## config.mk

```make
export PLATFORM = sky130hd
export DESIGN_NAME = router_port_deser_flat
export DESIGN_NICKNAME = d
export VERILOG_FILES = /design/src/rtl/router_port_deser_if.sv /design/src/rtl/router_port_deser.sv /design/src/flat_wrapper.sv
export SDC_FILE = /design/constraint.sdc
export NUM_CORES = 1
export LEC_CHECK = 0
export CORE_MARGIN = 2
export CORE_UTILIZATION = 50
export DETAILED_ROUTE_END_ITERATION = 10
export PLACE_DENSITY = 0.7
export SYNTH_ARGS = -nofsm -noshare
export SYNTH_HDL_FRONTEND = slang
export SYNTH_SLANG_ARGS = --single-unit
```

## constraint.sdc

```tcl
create_clock -name clk -period 9.4 [get_ports clk]
set_clock_uncertainty 0.2 [all_clocks]
set_input_delay 1.88 -clock clk [delete_from_list [all_inputs] [get_ports clk]]
set_output_delay 1.88 -clock clk [all_outputs]
set_load 0.05 [all_outputs]
```

## src/rtl/router_port_deser_if.sv

```systemverilog
// Serial router-output side plus the valid/ready byte stream toward the consumer.
interface router_port_deser_if;
  logic       din;
  logic       frame_n;
  logic       valid_n;
  logic [7:0] m_data;
  logic       m_last;
  logic       m_valid;
  logic       m_ready;

  modport master (
    output din, frame_n, valid_n, m_ready,
    input  m_data, m_last, m_valid
  );

  modport slave (
    input  din, frame_n, valid_n, m_ready,
    output m_data, m_last, m_valid
  );
endinterface

```

## src/rtl/router_port_deser.sv

```systemverilog
// Router output-port receiver: rebuilds LSB-first bytes from one serial channel,
// tags packet-final bytes and buffers them in a small FIFO for the consumer.
module router_port_deser #(
  parameter int unsigned FIFO_DEPTH = 8,
  parameter int unsigned CNT_W      = 8
) (
  input  logic                 clk,
  input  logic                 reset,
  router_port_deser_if.slave   bus,
  output logic [CNT_W-1:0]     pkt_cnt,
  output logic [CNT_W-1:0]     drop_cnt,
  output logic                 err_len,
  output logic                 err_abort,
  input  logic                 clr_err
);

  localparam int unsigned AW = (FIFO_DEPTH > 1) ? $clog2(FIFO_DEPTH) : 1;
  localparam int unsigned EW = 9;

  typedef enum logic [0:0] {IDLE, RECV} state_t;

  state_t         state_q, state_d;
  logic [2:0]     bitcnt_q;
  logic [7:0]     shreg_q;

  logic           accept_c;
  logic           last_c;
  logic           abort_c;
  logic           push_c;
  logic [7:0]     byte_c;
  logic           err_len_set_c;

  logic [EW-1:0]  mem [FIFO_DEPTH];
  logic [AW:0]    wr_ptr_q, rd_ptr_q;
  logic           full_c, empty_c, push_ok_c, pop_c;
  logic [EW-1:0]  head_c;

  // State register
  always_ff @(posedge clk) begin
    if (reset) state_q <= IDLE;
    else       state_q <= state_d;
  end

  // Next state: a frame start moves to RECV; any frame_n high while receiving ends it
  always_comb begin
    state_d = state_q;
    case (state_q)
      IDLE:    if (!bus.frame_n) state_d = RECV;
      RECV:    if (bus.frame_n)  state_d = IDLE;
      default: state_d = IDLE;
    endcase
  end

  // Per-cycle decode of the serial stream
  always_comb begin
    accept_c      = 1'b0;
    last_c        = 1'b0;
    abort_c       = 1'b0;
    push_c        = 1'b0;
    err_len_set_c = 1'b0;
    byte_c        = shreg_q;
    byte_c[bitcnt_q] = bus.din;
    case (state_q)
      IDLE: accept_c = !bus.frame_n && !bus.valid_n;
      RECV: begin
        accept_c = !bus.valid_n;
        last_c   = !bus.valid_n && bus.frame_n;
        abort_c  = bus.valid_n && bus.frame_n;
      end
      default: ;
    endcase
    push_c        = accept_c && (last_c || (bitcnt_q == 3'd7));
    err_len_set_c = last_c && (bitcnt_q != 3'd7);
  end

  // Byte assembly; shreg is cleared after each push so partial bytes are zero-filled
  always_ff @(posedge clk) begin
    if (reset || abort_c) begin
      bitcnt_q <= 3'd0;
      shreg_q  <= 8'd0;
    end else if (accept_c) begin
      bitcnt_q <= last_c ? 3'd0 : 3'(bitcnt_q + 3'd1);
      shreg_q  <= push_c ? 8'd0 : byte_c;
    end
  end

  // FIFO with one extra pointer bit to tell full from empty
  assign empty_c   = (wr_ptr_q == rd_ptr_q);
  assign full_c    = (wr_ptr_q[AW-1:0] == rd_ptr_q[AW-1:0]) && (wr_ptr_q[AW] != rd_ptr_q[AW]);
  assign push_ok_c = push_c && !full_c;
  assign pop_c     = !empty_c && bus.m_ready;
  assign head_c    = mem[rd_ptr_q[AW-1:0]];

  always_ff @(posedge clk) begin
    if (push_ok_c) mem[wr_ptr_q[AW-1:0]] <= {last_c, byte_c};
  end

  always_ff @(posedge clk) begin
    if (reset) begin
      wr_ptr_q <= '0;
      rd_ptr_q <= '0;
    end else begin
      if (push_ok_c) wr_ptr_q <= (AW+1)'(wr_ptr_q + 1'b1);
      if (pop_c)     rd_ptr_q <= (AW+1)'(rd_ptr_q + 1'b1);
    end
  end

  assign bus.m_valid = !empty_c;
  assign bus.m_data  = empty_c ? 8'd0 : head_c[7:0];
  assign bus.m_last  = empty_c ? 1'b0 : head_c[8];

  // Status: saturating counters and sticky errors; clr_err beats same-cycle updates
  always_ff @(posedge clk) begin
    if (reset || clr_err) begin
      pkt_cnt   <= '0;
      drop_cnt  <= '0;
      err_len   <= 1'b0;
      err_abort <= 1'b0;
    end else begin
      if (push_ok_c && last_c && (pkt_cnt != '1))
        pkt_cnt <= CNT_W'(pkt_cnt + 1'b1);
      if (push_c && full_c && (drop_cnt != '1))
        drop_cnt <= CNT_W'(drop_cnt + 1'b1);
      if (err_len_set_c) err_len   <= 1'b1;
      if (abort_c)       err_abort <= 1'b1;
    end
  end

endmodule

```

## src/flat_wrapper.sv

```systemverilog
// flat-port wrapper written by rule: the top's interface ports become plain ports
module router_port_deser_flat 
#(
  parameter int unsigned FIFO_DEPTH = 8,
  parameter int unsigned CNT_W      = 8
)
  (clk, reset, pkt_cnt, drop_cnt, err_len, err_abort, clr_err, bus_din, bus_frame_n, bus_valid_n, bus_m_ready, bus_m_data, bus_m_last, bus_m_valid);
  router_port_deser_if bus_i ();
  input  logic clk;
  input  logic reset;
  output logic [CNT_W-1:0] pkt_cnt;
  output logic [CNT_W-1:0] drop_cnt;
  output logic err_len;
  output logic err_abort;
  input  logic clr_err;
  input wire logic [$bits(bus_i.din)-1:0] bus_din;
  input wire logic [$bits(bus_i.frame_n)-1:0] bus_frame_n;
  input wire logic [$bits(bus_i.valid_n)-1:0] bus_valid_n;
  input wire logic [$bits(bus_i.m_ready)-1:0] bus_m_ready;
  output wire logic [$bits(bus_i.m_data)-1:0] bus_m_data;
  output wire logic [$bits(bus_i.m_last)-1:0] bus_m_last;
  output wire logic [$bits(bus_i.m_valid)-1:0] bus_m_valid;
  assign bus_i.din = bus_din;
  assign bus_i.frame_n = bus_frame_n;
  assign bus_i.valid_n = bus_valid_n;
  assign bus_i.m_ready = bus_m_ready;
  assign bus_m_data = bus_i.m_data;
  assign bus_m_last = bus_i.m_last;
  assign bus_m_valid = bus_i.m_valid;
  router_port_deser #(.FIFO_DEPTH(FIFO_DEPTH), .CNT_W(CNT_W)) u_core (.clk(clk), .reset(reset), .bus(bus_i), .pkt_cnt(pkt_cnt), .drop_cnt(drop_cnt), .err_len(err_len), .err_abort(err_abort), .clr_err(clr_err));
endmodule
```

======== Word-level counts from Yosys, hierarchy flattened ========
Memories as Yosys holds them, arrays and structs flattened. A register that Yosys moved wholly into a read port is not among the register bits.
Index checks and enable logic that the tools add are counted.
word-level totals
  register bits after elaboration ......... 38
  bits in latches ......................... 0
  RAM bits ................................ 72
  ROM bits ................................ 0
  input port bits ......................... 7
  output and inout bits ................... 28
  logic and storage cells ................. 60
  memories kept ........................... 1
operators by class
  $add $sub $neg .......................... 5
  multipliers ............................. 0
  div/mod/pow operators ................... 0
  $lt $le $gt $ge ......................... 2
  equal/unequal tests ..................... 7
  shifts and indexed selects .............. 0
  multiplexer cells ....................... 15
  bitwise gates (word level) .............. 1
  reductions and logical operators ........ 20
memories
  memory      words  width  read ports  clocked after memory_dff  wr ports  line                     RTL
  u_core.mem  8      9      1           1                         1         router_port_deser.sv:33  logic [EW-1:0] mem [FIFO_DEPTH];
operators with widths
  operator                                                            number
  adder 8 x 1 -> 8 bit (second input constant)                        2
  2-to-1 mux 8 bit                                                    2
  inequality test 8 bit (second input constant)                       2
  logical AND 1 bit                                                   13
  2-to-1 mux 3 bit                                                    3
  adder 4 x 1 -> 4 bit (second input constant)                        2
  bitwise mux 8 bit                                                   1
  2-to-1 mux 1 bit                                                    7
  equality test 4 bit                                                 1
  logical NOT 1 bit                                                   4
  less-than comparator 3 x 4 -> 1 bit (second input constant)         1
  adder 3 x 1 -> 3 bit (second input constant)                        1
  demux 1 bit (select 3 bit)                                          1
  equality test 3 bit                                                 1
  equality test 3 bit (second input constant)                         1
  greater-or-equal comparator 3 x 1 -> 1 bit (second input constant)  1
  logical OR 1 bit                                                    3
  inequality test 3 bit (second input constant)                       1
  one-hot mux 1 bit (2 select lines)                                  1
  inequality test 1 bit                                               1
  NOT 1 bit                                                           1

======== Longest topological paths before layout ========
  depth after elaboration ................. 8
  gate-level depth with buffers ........... 7
  gate-level depth less buffers ........... 6

======== Worst setup path before layout ========
OpenSTA, ideal clock, no wires.
  kind .................................... in2reg
  start point ............................. input bus_frame_n
  end point ............................... memory u_core.mem[0][0] (enable)
  library setup time ...................... 399 ps
  arrival time ............................ 3564 ps
  required time ........................... 8801 ps
  path slack .............................. 5237 ps
  stages on the path ...................... 5
  buffers on the path ..................... 1
  cells stage by stage .................... clkbuf_1 -> mux2_2 -> and2_1 -> nand2_1 -> nor4_1
on the way
  word-level cells in the longest chain between the ends .. 7
  elaborated cells on any way between the ends .. 10
  those cells by class .................... mux: 4; reduce/logical: 6
RTL lines
  element                                                                 line                                              RTL
  start: declaration                                                      flat_wrapper.sv:17                                input wire logic [$bits(bus_i.frame_n)-1:0] bus_frame_n;
  logical NOT 1 bit or logical AND 1 bit (tied branches)                  -
  logical AND 1 bit or 2-to-1 mux 1 bit (tied branches)                   router_port_deser.sv:64, router_port_deser.sv:63
  one-hot mux 1 bit (2 select lines) or logical OR 1 bit (tied branches)  router_port_deser.sv:63, router_port_deser.sv:72
  logical AND 1 bit (*)                                                   router_port_deser.sv:72                           push_c = accept_c && (last_c || (bitcnt_q == 3'd7));
  logical AND 1 bit (*)                                                   router_port_deser.sv:90                           assign push_ok_c = push_c && !full_c;
  2-to-1 mux 1 bit (*)                                                    router_port_deser.sv:95                           if (push_ok_c) mem[wr_ptr_q[AW-1:0]] <= {last_c, byte_c};
  2-to-1 mux 1 bit (not written as such) (*)                              router_port_deser.sv:95
  end: declaration                                                        router_port_deser.sv:33
Every way passes the cells marked *; elsewhere a longest branch is shown, timed or not.

==> impl_metrics.toml <==
[run_status]
status = "finished clean"

[setup_path]
crit_path_end_kind = "primary output"
crit_fanout = 10
worstSetupPathType = "reg2out"
cp_slowest_cell = "clkdlybuf4s50_1"
cp-start-kind = "flip-flop"
critPathBufInv = 2
crit_chain = "buf_4 -> mux4_2 -> mux2i_1 -> nor2_1 -> clkdlybuf4s50_1"
crit_family = "buffers and inverters"
critPathArrivalTime_ns = 3.02
required_ns = 7.32
critPathMaxStageDelay_ns = 0.70
rr_startpoint = "u_core.wr_ptr_q[0]"

[global_route]
first_global_vias = 2965
grt_use_total = 0.1974
grt_max_degree = 21
antenna_found_initial = 0
grt.met1_usage = 0.2643
met3_usage = 0.05882
met2_usage = 0.3021
overflow = 0
grt_first_pass_wirelength_um = 15170
grt_busiest_layer = "met2"

[power_and_ir_drop]
power_frac_comb = 0.040
swShare = 0.2007
p_seq_frac = 0.424
p_leak_nw = 1.928
power_switching_mw = 0.2515
finalPower_mw = 1.253
p_clk_frac = 0.536
power_density_nw_per_um2 = 211.6
internal_power_mw = 1.001
peakVddDrop_v = 0.0001362

[placement]
io_buffer_count = 34
place_inst = 504
dp_hpwl_um = 5853
globalplace.congestion = 0.7562

[timing]
grt_setup_unrepaired = "no"
hold_viol_final = 0
worst_slew_pin_slew_ns = 1.106
whs_ns = 0.2825
finalSetupTns_ns = 0
period_needed_ns = 5.100
fin_crit_sh = 0.5426
fmax_mhz = 196.1
slew_viol_final = 0
setup_viol = 0
slew_headroom = 0.2545

[yosys]
synth_nets = 372
postSynth.asyncResetShare = 0
synth-seq-cells = 113
ys_seq_area_frac = 0.6178
synth_cell_types = 41
synth_edf_count = 72
syn-cell-area_sq_um = 4828
postSynthCellCount = 359
synth_top_flop_cell = "edfxtp_1"
syn_avg_cell_area_sq_um = 13.45
yosys_warnings = 0

[clock_network]
cts_root_buf = "clkbuf_8"
cts_sinks = 113
ctsResizeCount = 0
cts_buffers = 17
post-cts-setup-buffers = 0
h-tree-depth = 4
clock_latency_ns = 0.51
clkSlewWorstSetupHoldPaths_ns = 0.05
ctsHoldBuffers = 0
cts_buffer_depth = 2
cts_tree = "yes"

[route]
dr.pass1.iters = 6
wirelength_um = 9210
ant_nets = 0
drt-wirelength-per-cell_um = 17.18
vias = 3052
drc = 0
drtIter0Drc = 179
via_per_inst = 5.694

[floorplan]
ios = 35
row_count = 35
die_x_um = 102.3
start_util = 0.5201
die_y_um = 102.3
dieArea_sq_um = 10460
core_sq_um = 9284

[layout]
antenna_cells = 0
drive_gt1_frac = 0.1818
area_growth_pct = 22.65
fin_nets = 407
fillers = 701
stdcell_count = 536

[min_path]
hp-class = "reg2reg"
hold_start = "u_core.err_abort"

[job]
maxCapViolations = 0
per-stage QoR:
step	utilization	setup slack, ns	instance area [sq um]
floorplan	-	5.237	4828
global placement	0.5701	4.801	5293
detailed placement	0.5701	4.789	5293
CTS	0.6379	4.216	5922
global route	0.6379	4.069	5922
finish	0.6379	4.300	5922
layout make-up:
cell class | count | area [sq um] | share of cell area
Tap cell | 129 | 161.4 | 0.02726
Sequential cell | 113 | 2983 | 0.5037
Clock inverter | 15 | 215.2 | 0.03634
Clock buffer | 17 | 414.1 | 0.06993
Inverter | 8 | 30.03 | 0.005071
Timing Repair Buffer | 37 | 362.8 | 0.06127
Multi-Input combinational cell | 217 | 1755 | 0.2964
power groups by stage:
| stage | clock, mW | sequential, mW | combinational (mW) |
|---|---|---|---|
| finish | 0.672 | 0.531 | 0.0503 |
| global route | 0.701 | 0.531 | 0.0548 |
| CTS | 0.678 | 0.531 | 0.0508 |
| detailed placement | 0 | 0.541 | 0.0504 |
| global placement | 0 | 0.541 | 0.0496 |
| floorplan | 0 | 0.539 | 0.0370 |
worst min-delay path: cells and delay by family (launching register included):
family	cells	cell delay, ns
AOI/OAI and AO/OA	1	0.04
DFF	1	0.33
and+or+nand+nor	1	0.07
state kept, by name (all words and copies together) (netlist names), named ones only:
register          flops
u_core.err_len        1
u_core.wr_ptr_q       4
u_core.shreg_q        8
u_core.bitcnt_q       3
u_core.drop_cnt       8
u_core.state_q        1
u_core.mem           72
u_core.err_abort      1
u_core.rd_ptr_q       4
u_core.pkt_cnt        8
Yosys cell counts (all sizes together) (2+ instances only):
library cell	n	area share
mux2i	11	0.023
nor2b	2	0.0026
nand4	3	0.0039
dfxtp	41	0.17
a21oi	15	0.016
or3	5	0.0065
o21ai	7	0.0073
or4	11	0.017
nor4	5	0.0065
and3	2	0.0026
clkbuf	12	0.0093
nor2	37	0.029
mux2	11	0.026
inv	8	0.0062
buf	9	0.011
nand3b	4	0.0062
o21a	4	0.0062
o31ai	9	0.014
a22oi	10	0.016
nor3b	4	0.0062
o41ai	3	0.0054
nand2	9	0.0070
mux4	18	0.084
or2	2	0.0026
and2	2	0.0026
xor2	5	0.011
edfxtp	72	0.45
a31o	2	0.0036
nor3	8	0.0083
ha	6	0.016
nand2b	4	0.0052
nand3	11	0.011
and4	2	0.0036
placed cells by master (no fill, tap or decap), types with 7 or more instances in the layout:
cell             netlist  routed
a21oi_1               15      15
a22oi_1               10      10
clkbuf_16              0      16
clkdlybuf4s50_1        0      34
dfxtp_1               41      41
edfxtp_1              72      72
inv_1                  8       8
mux2_2                11      11
mux2i_1               11      11
mux4_2                18      18
nand2_1                9       9
nand3_1               11      11
nor2_1                37      37
o21ai_0                7       7
o31ai_1                9       9
or4_1                 11      11
path summary, 6_finish.rpt:
| kind | to | slack, ns | depth (start not counted) |
|---|---|---|---|
| min reg2reg | u_core.err_abort | 0.28 | 2 |
| max | bus_m_data[1] | 4.30 | 5 |
| max reg2reg | u_core.mem[1][7] | 6.24 | 4 |
| min | u_core.err_abort | 0.28 | 2 |
metal layers:
layer,up-vias,wire length [um]
met5,-,0
met4,0,170
met3,13,364
met2,75,4325
met1,1505,4350
li1,1459,-
logic make-up after synthesis:
kind of cell	synth area share
fa+ha+maj	0.01555
flops	0.6178
compound gates	0.07385
simple gates	0.1210
mux	0.1324
buf+inv	0.02695
xor+xnor	0.01244
Power figures use the tool's default switching activity.
